File: src/rtl/fpu_addsub_arbiter.sv
// fpu_addsub_arbiter: two-requester round-robin front end for a shared
// fixed-latency floating-point add/sub datapath.
// Grants are combinational, operands are registered one cycle before issue,
// and a tag shift register routes each result back to its requester
// Latency+2 cycles after the request transfer.
// Optional feature: define FPU_ARB_STATS_EN to add the 16-bit saturating
// per-requester grant counters GNT0_CNT / GNT1_CNT.
module fpu_addsub_arbiter #(
  parameter int DataSize = 32,
  parameter int Latency  = 3
) (
  input  logic                CLK,
  input  logic                RST,
  input  logic                REQ0_VALID,
  input  logic [DataSize-1:0] REQ0_A,
  input  logic [DataSize-1:0] REQ0_B,
  input  logic                REQ0_OP,
  output logic                REQ0_READY,
  input  logic                REQ1_VALID,
  input  logic [DataSize-1:0] REQ1_A,
  input  logic [DataSize-1:0] REQ1_B,
  input  logic                REQ1_OP,
  output logic                REQ1_READY,
  output logic [DataSize-1:0] FPU_A,
  output logic [DataSize-1:0] FPU_B,
  output logic                FPU_OP,
  output logic                FPU_EN,
  input  logic [DataSize-1:0] FPU_RESULT,
  output logic                RSP0_VALID,
  output logic                RSP1_VALID,
  output logic [DataSize-1:0] RSP_DATA,
`ifdef FPU_ARB_STATS_EN
  output logic [15:0]         GNT0_CNT,
  output logic [15:0]         GNT1_CNT,
`endif
  output logic                BUSY
);

  // Id of the requester granted most recently; 1 after reset so that
  // requester 0 wins the first tie.
  logic                last_gnt_reg;
  logic                gnt0;
  logic                gnt1;

  logic [DataSize-1:0] a_reg;
  logic [DataSize-1:0] b_reg;
  logic                op_reg;
  logic                en_reg;
  logic                id_reg;

  // Bit k of the tag pipeline describes the operation issued k+1 cycles ago.
  logic [Latency-1:0]  tag_valid_reg;
  logic [Latency-1:0]  tag_valid_next;
  logic [Latency-1:0]  tag_id_reg;
  logic [Latency-1:0]  tag_id_next;

  logic                rsp0_reg;
  logic                rsp1_reg;
  logic [DataSize-1:0] rsp_data_reg;

  // Round-robin grant: a lone requester always wins, a tie goes to the one
  // not granted last; nothing is granted while reset is asserted.
  always_comb begin
    gnt0 = 1'b0;
    gnt1 = 1'b0;
    if (!RST) begin
      if (REQ0_VALID && (!REQ1_VALID || last_gnt_reg)) begin
        gnt0 = 1'b1;
      end else if (REQ1_VALID) begin
        gnt1 = 1'b1;
      end
    end
  end

  assign REQ0_READY = gnt0;
  assign REQ1_READY = gnt1;

  // Priority pointer moves only when a transfer actually happens.
  always_ff @(posedge CLK) begin
    if (RST) begin
      last_gnt_reg <= 1'b1;
    end else if (gnt0) begin
      last_gnt_reg <= 1'b0;
    end else if (gnt1) begin
      last_gnt_reg <= 1'b1;
    end
  end

  // Issue stage: capture the granted operands; hold them when idle.
  always_ff @(posedge CLK) begin
    if (RST) begin
      en_reg <= 1'b0;
      a_reg  <= '0;
      b_reg  <= '0;
      op_reg <= 1'b0;
      id_reg <= 1'b0;
    end else begin
      en_reg <= gnt0 | gnt1;
      if (gnt0) begin
        a_reg  <= REQ0_A;
        b_reg  <= REQ0_B;
        op_reg <= REQ0_OP;
        id_reg <= 1'b0;
      end else if (gnt1) begin
        a_reg  <= REQ1_A;
        b_reg  <= REQ1_B;
        op_reg <= REQ1_OP;
        id_reg <= 1'b1;
      end
    end
  end

  assign FPU_A  = a_reg;
  assign FPU_B  = b_reg;
  assign FPU_OP = op_reg;
  assign FPU_EN = en_reg;

  // Tag pipeline wiring: stage 0 takes the issue strobe, later stages shift.
  genvar gi;
  generate
    for (gi = 0; gi < Latency; gi++) begin : g_tag
      if (gi == 0) begin : g_head
        assign tag_valid_next[gi] = en_reg;
        assign tag_id_next[gi]    = id_reg;
      end else begin : g_shift
        assign tag_valid_next[gi] = tag_valid_reg[gi-1];
        assign tag_id_next[gi]    = tag_id_reg[gi-1];
      end
    end
  endgenerate

  // Tag pipeline register; reset drops every in-flight operation.
  always_ff @(posedge CLK) begin
    if (RST) begin
      tag_valid_reg <= '0;
      tag_id_reg    <= '0;
    end else begin
      tag_valid_reg <= tag_valid_next;
      tag_id_reg    <= tag_id_next;
    end
  end

  // Response stage: sample the datapath when the oldest tag is valid and
  // pulse the owner's valid for one cycle; data holds otherwise.
  always_ff @(posedge CLK) begin
    if (RST) begin
      rsp0_reg     <= 1'b0;
      rsp1_reg     <= 1'b0;
      rsp_data_reg <= '0;
    end else begin
      rsp0_reg <= tag_valid_reg[Latency-1] & ~tag_id_reg[Latency-1];
      rsp1_reg <= tag_valid_reg[Latency-1] &  tag_id_reg[Latency-1];
      if (tag_valid_reg[Latency-1]) begin
        rsp_data_reg <= FPU_RESULT;
      end
    end
  end

  assign RSP0_VALID = rsp0_reg;
  assign RSP1_VALID = rsp1_reg;
  assign RSP_DATA   = rsp_data_reg;
  assign BUSY       = en_reg | (|tag_valid_reg);

`ifdef FPU_ARB_STATS_EN
  logic [15:0] gnt0_cnt_reg;
  logic [15:0] gnt1_cnt_reg;

  // Saturating per-requester transfer counters.
  always_ff @(posedge CLK) begin
    if (RST) begin
      gnt0_cnt_reg <= '0;
      gnt1_cnt_reg <= '0;
    end else begin
      if (gnt0 && (gnt0_cnt_reg != 16'hFFFF)) begin
        gnt0_cnt_reg <= gnt0_cnt_reg + 16'd1;
      end
      if (gnt1 && (gnt1_cnt_reg != 16'hFFFF)) begin
        gnt1_cnt_reg <= gnt1_cnt_reg + 16'd1;
      end
    end
  end

  assign GNT0_CNT = gnt0_cnt_reg;
  assign GNT1_CNT = gnt1_cnt_reg;
`endif

endmodule

File: config.mk
export PLATFORM = sky130hd
export DESIGN_NAME = fpu_addsub_arbiter
export DESIGN_NICKNAME = d
export VERILOG_FILES = /design/src/rtl/fpu_addsub_arbiter.sv
export SDC_FILE = /design/constraint.sdc
export NUM_CORES = 1
export LEC_CHECK = 0
export CORE_ASPECT_RATIO = 0.8
export CORE_MARGIN = 8
export CORE_UTILIZATION = 30
export DETAILED_ROUTE_END_ITERATION = 10
export GPL_TIMING_DRIVEN = 0
export PLACE_DENSITY = 0.76
export SLEW_MARGIN = 30
export SYNTH_ARGS = -nofsm -noshare
export SYNTH_HDL_FRONTEND = slang
export SYNTH_SLANG_ARGS = --single-unit
File: constraint.sdc
create_clock -name CLK -period 1.75 [get_ports CLK]
set_input_delay 0.175 -clock CLK [delete_from_list [all_inputs] [get_ports CLK]]
set_output_delay 0.175 -clock CLK [all_outputs]
set_load 0.05 [all_outputs]
Word level (Yosys, flattened, before mapping):

Cells that the tools add are included.

* register bits after elaboration: 108
* input bits: 166
* word-level logic and storage cells: 35

* muxes and demuxes: 13
* bitwise operators: 5
* reductions and logical operators: 6

Operators by type and width (count)
* two-way mux 32 bit: 4
* two-way mux 1 bit: 9
* OR reduction 3 bit: 1
* bitwise AND 1 bit: 2
* OR 1 bit: 2
* nonzero test 2 bit: 1
* OR reduction 2 bit: 1
* logical AND 1 bit: 1
* logical NOT 1 bit: 1
* logical OR 1 bit: 1
* NOT 1 bit: 1

Logic depth before layout (Yosys ltp):

* depth after elaboration: 7
* gate-level depth with buffers: 6
* mapped depth without buffers: 3

Worst setup path before layout:

No wires, ideal clock.

* path type: input -> output
* start point: input RST
* end point: output REQ1_READY
* arrival time: 1.425 ns
* data required time: 1.575 ns
* setup slack: 0.150 ns
* stages: 4
* path buffers: 3
* cells stage by stage: clkbuf_1 > clkbuf_1 > clkbuf_1 > nor2_1

* longest elaborated chain between the ends: 1

Ends and longest elaborated chain
* start: declaration: line 13 `input logic RST,`
* two-way mux 1 bit: line 66 `if (!RST) begin`
* end: declaration: line 23 `output logic REQ1_READY,`

Every way passes these cells.

Final worst setup path:

* start point: register b_reg[10] (netlist: FPU_B[10])
* end point: output FPU_B[10]

RTL lines
* start: declaration: line 46 `logic [DataSize-1:0] b_reg;`
* start signal: assignment: line 94 `b_reg <= '0;`
* start signal: assignment: line 101 `b_reg <= REQ0_B;`
* start signal: assignment: line 106 `b_reg <= REQ1_B;`
* end: declaration: line 25 `output logic [DataSize-1:0] FPU_B,`

No word-level cell between the ends.

==> reports/results.tsv <==
stage	metric	value	unit
synth	syn nets	606	
synth	Synth area leader	dfxtp_1	
floorplan	Placement Rows	39	
timing	Max Fclk	584	MHz
synth	Async S/R FF share, synth	0	%
global_routing	vias in the first global route	4859	
clock_tree	clk root buf	clkbuf_16	
synth	Cells after Synth	440	
worst_setup_path	CP Launch Type	flip-flop	
synth	post-synthesis sequential area ratio	48.8	%
worst_setup_path	family with the most delay on the worst path	buffers and inverters	
placement	port bufs	267	
timing	Final min period	1710	ps
placement	Placed Area	7340	um^2
power	VDD IR-drop max	0.518	mV
global_routing	All-Layer GR Usage	18.4	%
worst_setup_path	CP Capture Type	output pin	
clock_tree	clk_lat worst skew	350	ps
timing	Min Hold Slack	285	ps
routing	detailed-route via count	4720	
synth	library cells used by synthesis	21	
worst_setup_path	Slowest-stage cell, CP	clkdlybuf4s50_1	
clock_tree	H-tree levels	3	
placement	Place WS	-1210	ps
worst_setup_path	R2R cell count	4	
routing	Max Used Layer	met4	
clock_tree	CTS tree	yes	
routing	DRC	0	
power	Total Power	6.45	mW
floorplan	die width	152	um
min_path	Hold Path Class	primary input to flip-flop	
routing	post-DR wirelength/cell	20.5	um
layout	Layout area overhead	73.5	%
placement	HPWL after detailed placement	14500	um
clock_tree	clock buffer count from CTS	9	
global_routing	largest net degree at the start of global routing	19	
layout	final core occ	53.6	%
worst_setup_path	Worst path max stage delay	820	ps
worst_setup_path	CP max FO	2	
worst_setup_path	Worst Setup Path Type	flip-flop to output pin	
worst_setup_path	Crit path required time	1570	ps
timing	Slew @ Worst Pin	599	ps
clock_tree	clock-pin slew on the worst setup and hold paths	70	ps
placement	Cells after DPL	891	
worst_setup_path	CP cell instances	clkdlybuf4s50_1	
run_status	status	finished clean	
routing	post-DR vias/cell	5.21	
synth	Synth Area per Inst	10.1	um^2
floorplan	Starting Density	30.9	%
routing	drt pass-1 iters	5	
global_routing	first-pass GRT wire length	28100	um
synth	post-synth top area share	48.8	%
timing	final setup vio count	0	
synth	Cell Area, Synth	4430	um^2
timing	Setup WS post-layout	36.9	ps
routing	final antenna-violating net count	0	
synth	most common flop cell mapped by yosys	dfxtp_1	
global_routing	initial antenna violation count	0	
timing	crit share post-route	97.9	%
worst_setup_path	WP buf/inv	1	
timing	RSZ-0062 raised after global routing	false	
layout	number of fill cells	1253	
clock_tree	clock sink count	108	
worst_setup_path	Worst path depth	1	
floorplan	Die Span Y	125	um
clock_tree	cts hold-fix bufs	0	
timing	hold violation count in the final report	0	
routing	Starting DRT DRC Count	333	
routing	DR WL met3	1250	um
layout	post-route cell area	7690	um^2
routing	met2 WL	9310	um
layout	non-filler cells, final	906	
timing	Final Max Tran Viols	0	
run	max-cap violation count	0	
timing	Slew headroom	59.0	%
routing	wl on met1	7680	um
timing	Fin Clk Skew	7.47	ps
synth	number of synthesis warnings	0	
layout	ant diodes	0	
power	Power Density	838	nW/um^2
global_routing	GRT overflow	0	
layout	share of layout cells above drive strength 1	6.23	%
synth	Yosys reg bits	108	
synth	top cells by area, synth	dfxtp_1, a221o_1, a2111oi_0, mux2i_1, inv_1	
layout	Final nets	883	
floorplan	Boundary Pins	269	
worst_setup_path	arrival time worst endpoint	1540	ps
clock_tree	number of setup buffers added after CTS	0	
power	Leak Pwr	3.25	nW
layout	Multi-input gate area	1770	um^2
synth	Post-synth EDFFs	0	
floorplan	die area	19000	um^2
timing	setup TNS	0	ps
layout	register area	2160	um^2
placement	GPL Wtd Cong	0.877	
floorplan	Core Footprint	14300	um^2
routing	drt total wl	18600	um
min_path	Worst Hold Depth	3	
clock_tree	Clock Path Buffers	2	
[area by class of cell]
type	count	area share [%]
clock buffer	10	3.11
timing repair buffer	267	35.2
tap	184	2.99
multi-input combinational	214	23.0
inverter	67	3.27
clock inverter	6	0.927
sequential	108	28.1
buffer	50	3.37
[worst register-to-register path: stages (launching register included)]
cell,delay [ps]
dfxtp_1,410
clkbuf_2,260
clkbuf_1,330
a2111oi_0,190
a221o_1,290
[cell usage in the layout, fill, tap and decap left out, types with 2 or more instances in the layout]
cell	netlist	routed
clkdlybuf4s50_1	0	241
a2111oi_0	65	65
a221o_1	65	65
nor2b_1	6	6
buf_1	3	3
mux2i_1	32	32
dfxtp_1	108	107
nor2_1	35	35
dlygate4sd2_1	0	3
buf_6	6	6
clkbuf_2	0	6
buf_2	9	11
clkbuf_1	33	24
nand2_1	3	3
dlymetal6s2s_1	0	19
buf_4	0	2
clkbuf_16	0	9
inv_1	66	66
[cell usage after synthesis, types with 3 or more instances]
library cell,instances
buf_6,6
buf_1,3
a221o_1,65
nand2_1,3
mux2i_1,32
clkbuf_1,33
a2111oi_0,65
dfxtp_1,108
nor2_1,35
inv_1,66
nor2b_1,6
buf_2,9
[where the power goes]
group | leakage (nW) | internal, mW | switching [mW]
clock | 0.151 | 1.17 | 0.976
sequential | 0.888 | 2.60 | 0.0879
combinational | 2.21 | 0.716 | 0.900
[cells by family after synthesis]
kind of cell	count (synthesis)	synth area share, %
AO/OA/AOI/OAI	133	28.0
multiplexers	32	7.22
AND/OR/NAND/NOR	49	4.80
buffers and inverters	118	11.3
flip-flops	108	48.8
[final timing paths]
kind,startpoint,end,slack [ps]
min reg2reg,tag_id_reg[2]$_SDFF_PP0_,RSP0_VALID$_SDFF_PP0_,420
min,RST,last_gnt_reg$_SDFFE_PP1P_,290
max,FPU_B[10]$_SDFFE_PP0P_,FPU_B[10],40
max reg2reg,last_gnt_reg$_SDFFE_PP1P_,FPU_B[23]$_SDFFE_PP0P_,170
[routing by layer]
layer | track usage, % | up-vias
li1 | - | 2221
met1 | 21.2 | 2244
met2 | 32.5 | 229
met3 | 5.35 | 26
met4 | 5.35 | 0
met5 | 0 | -
[what timing repair did]
item                       in CTS  in global routing
setup endpoints to repair      33                 22
hold endpoints to repair        0                  0
gates resized for setup        29                 26
Power figures use the tool's default switching activity.
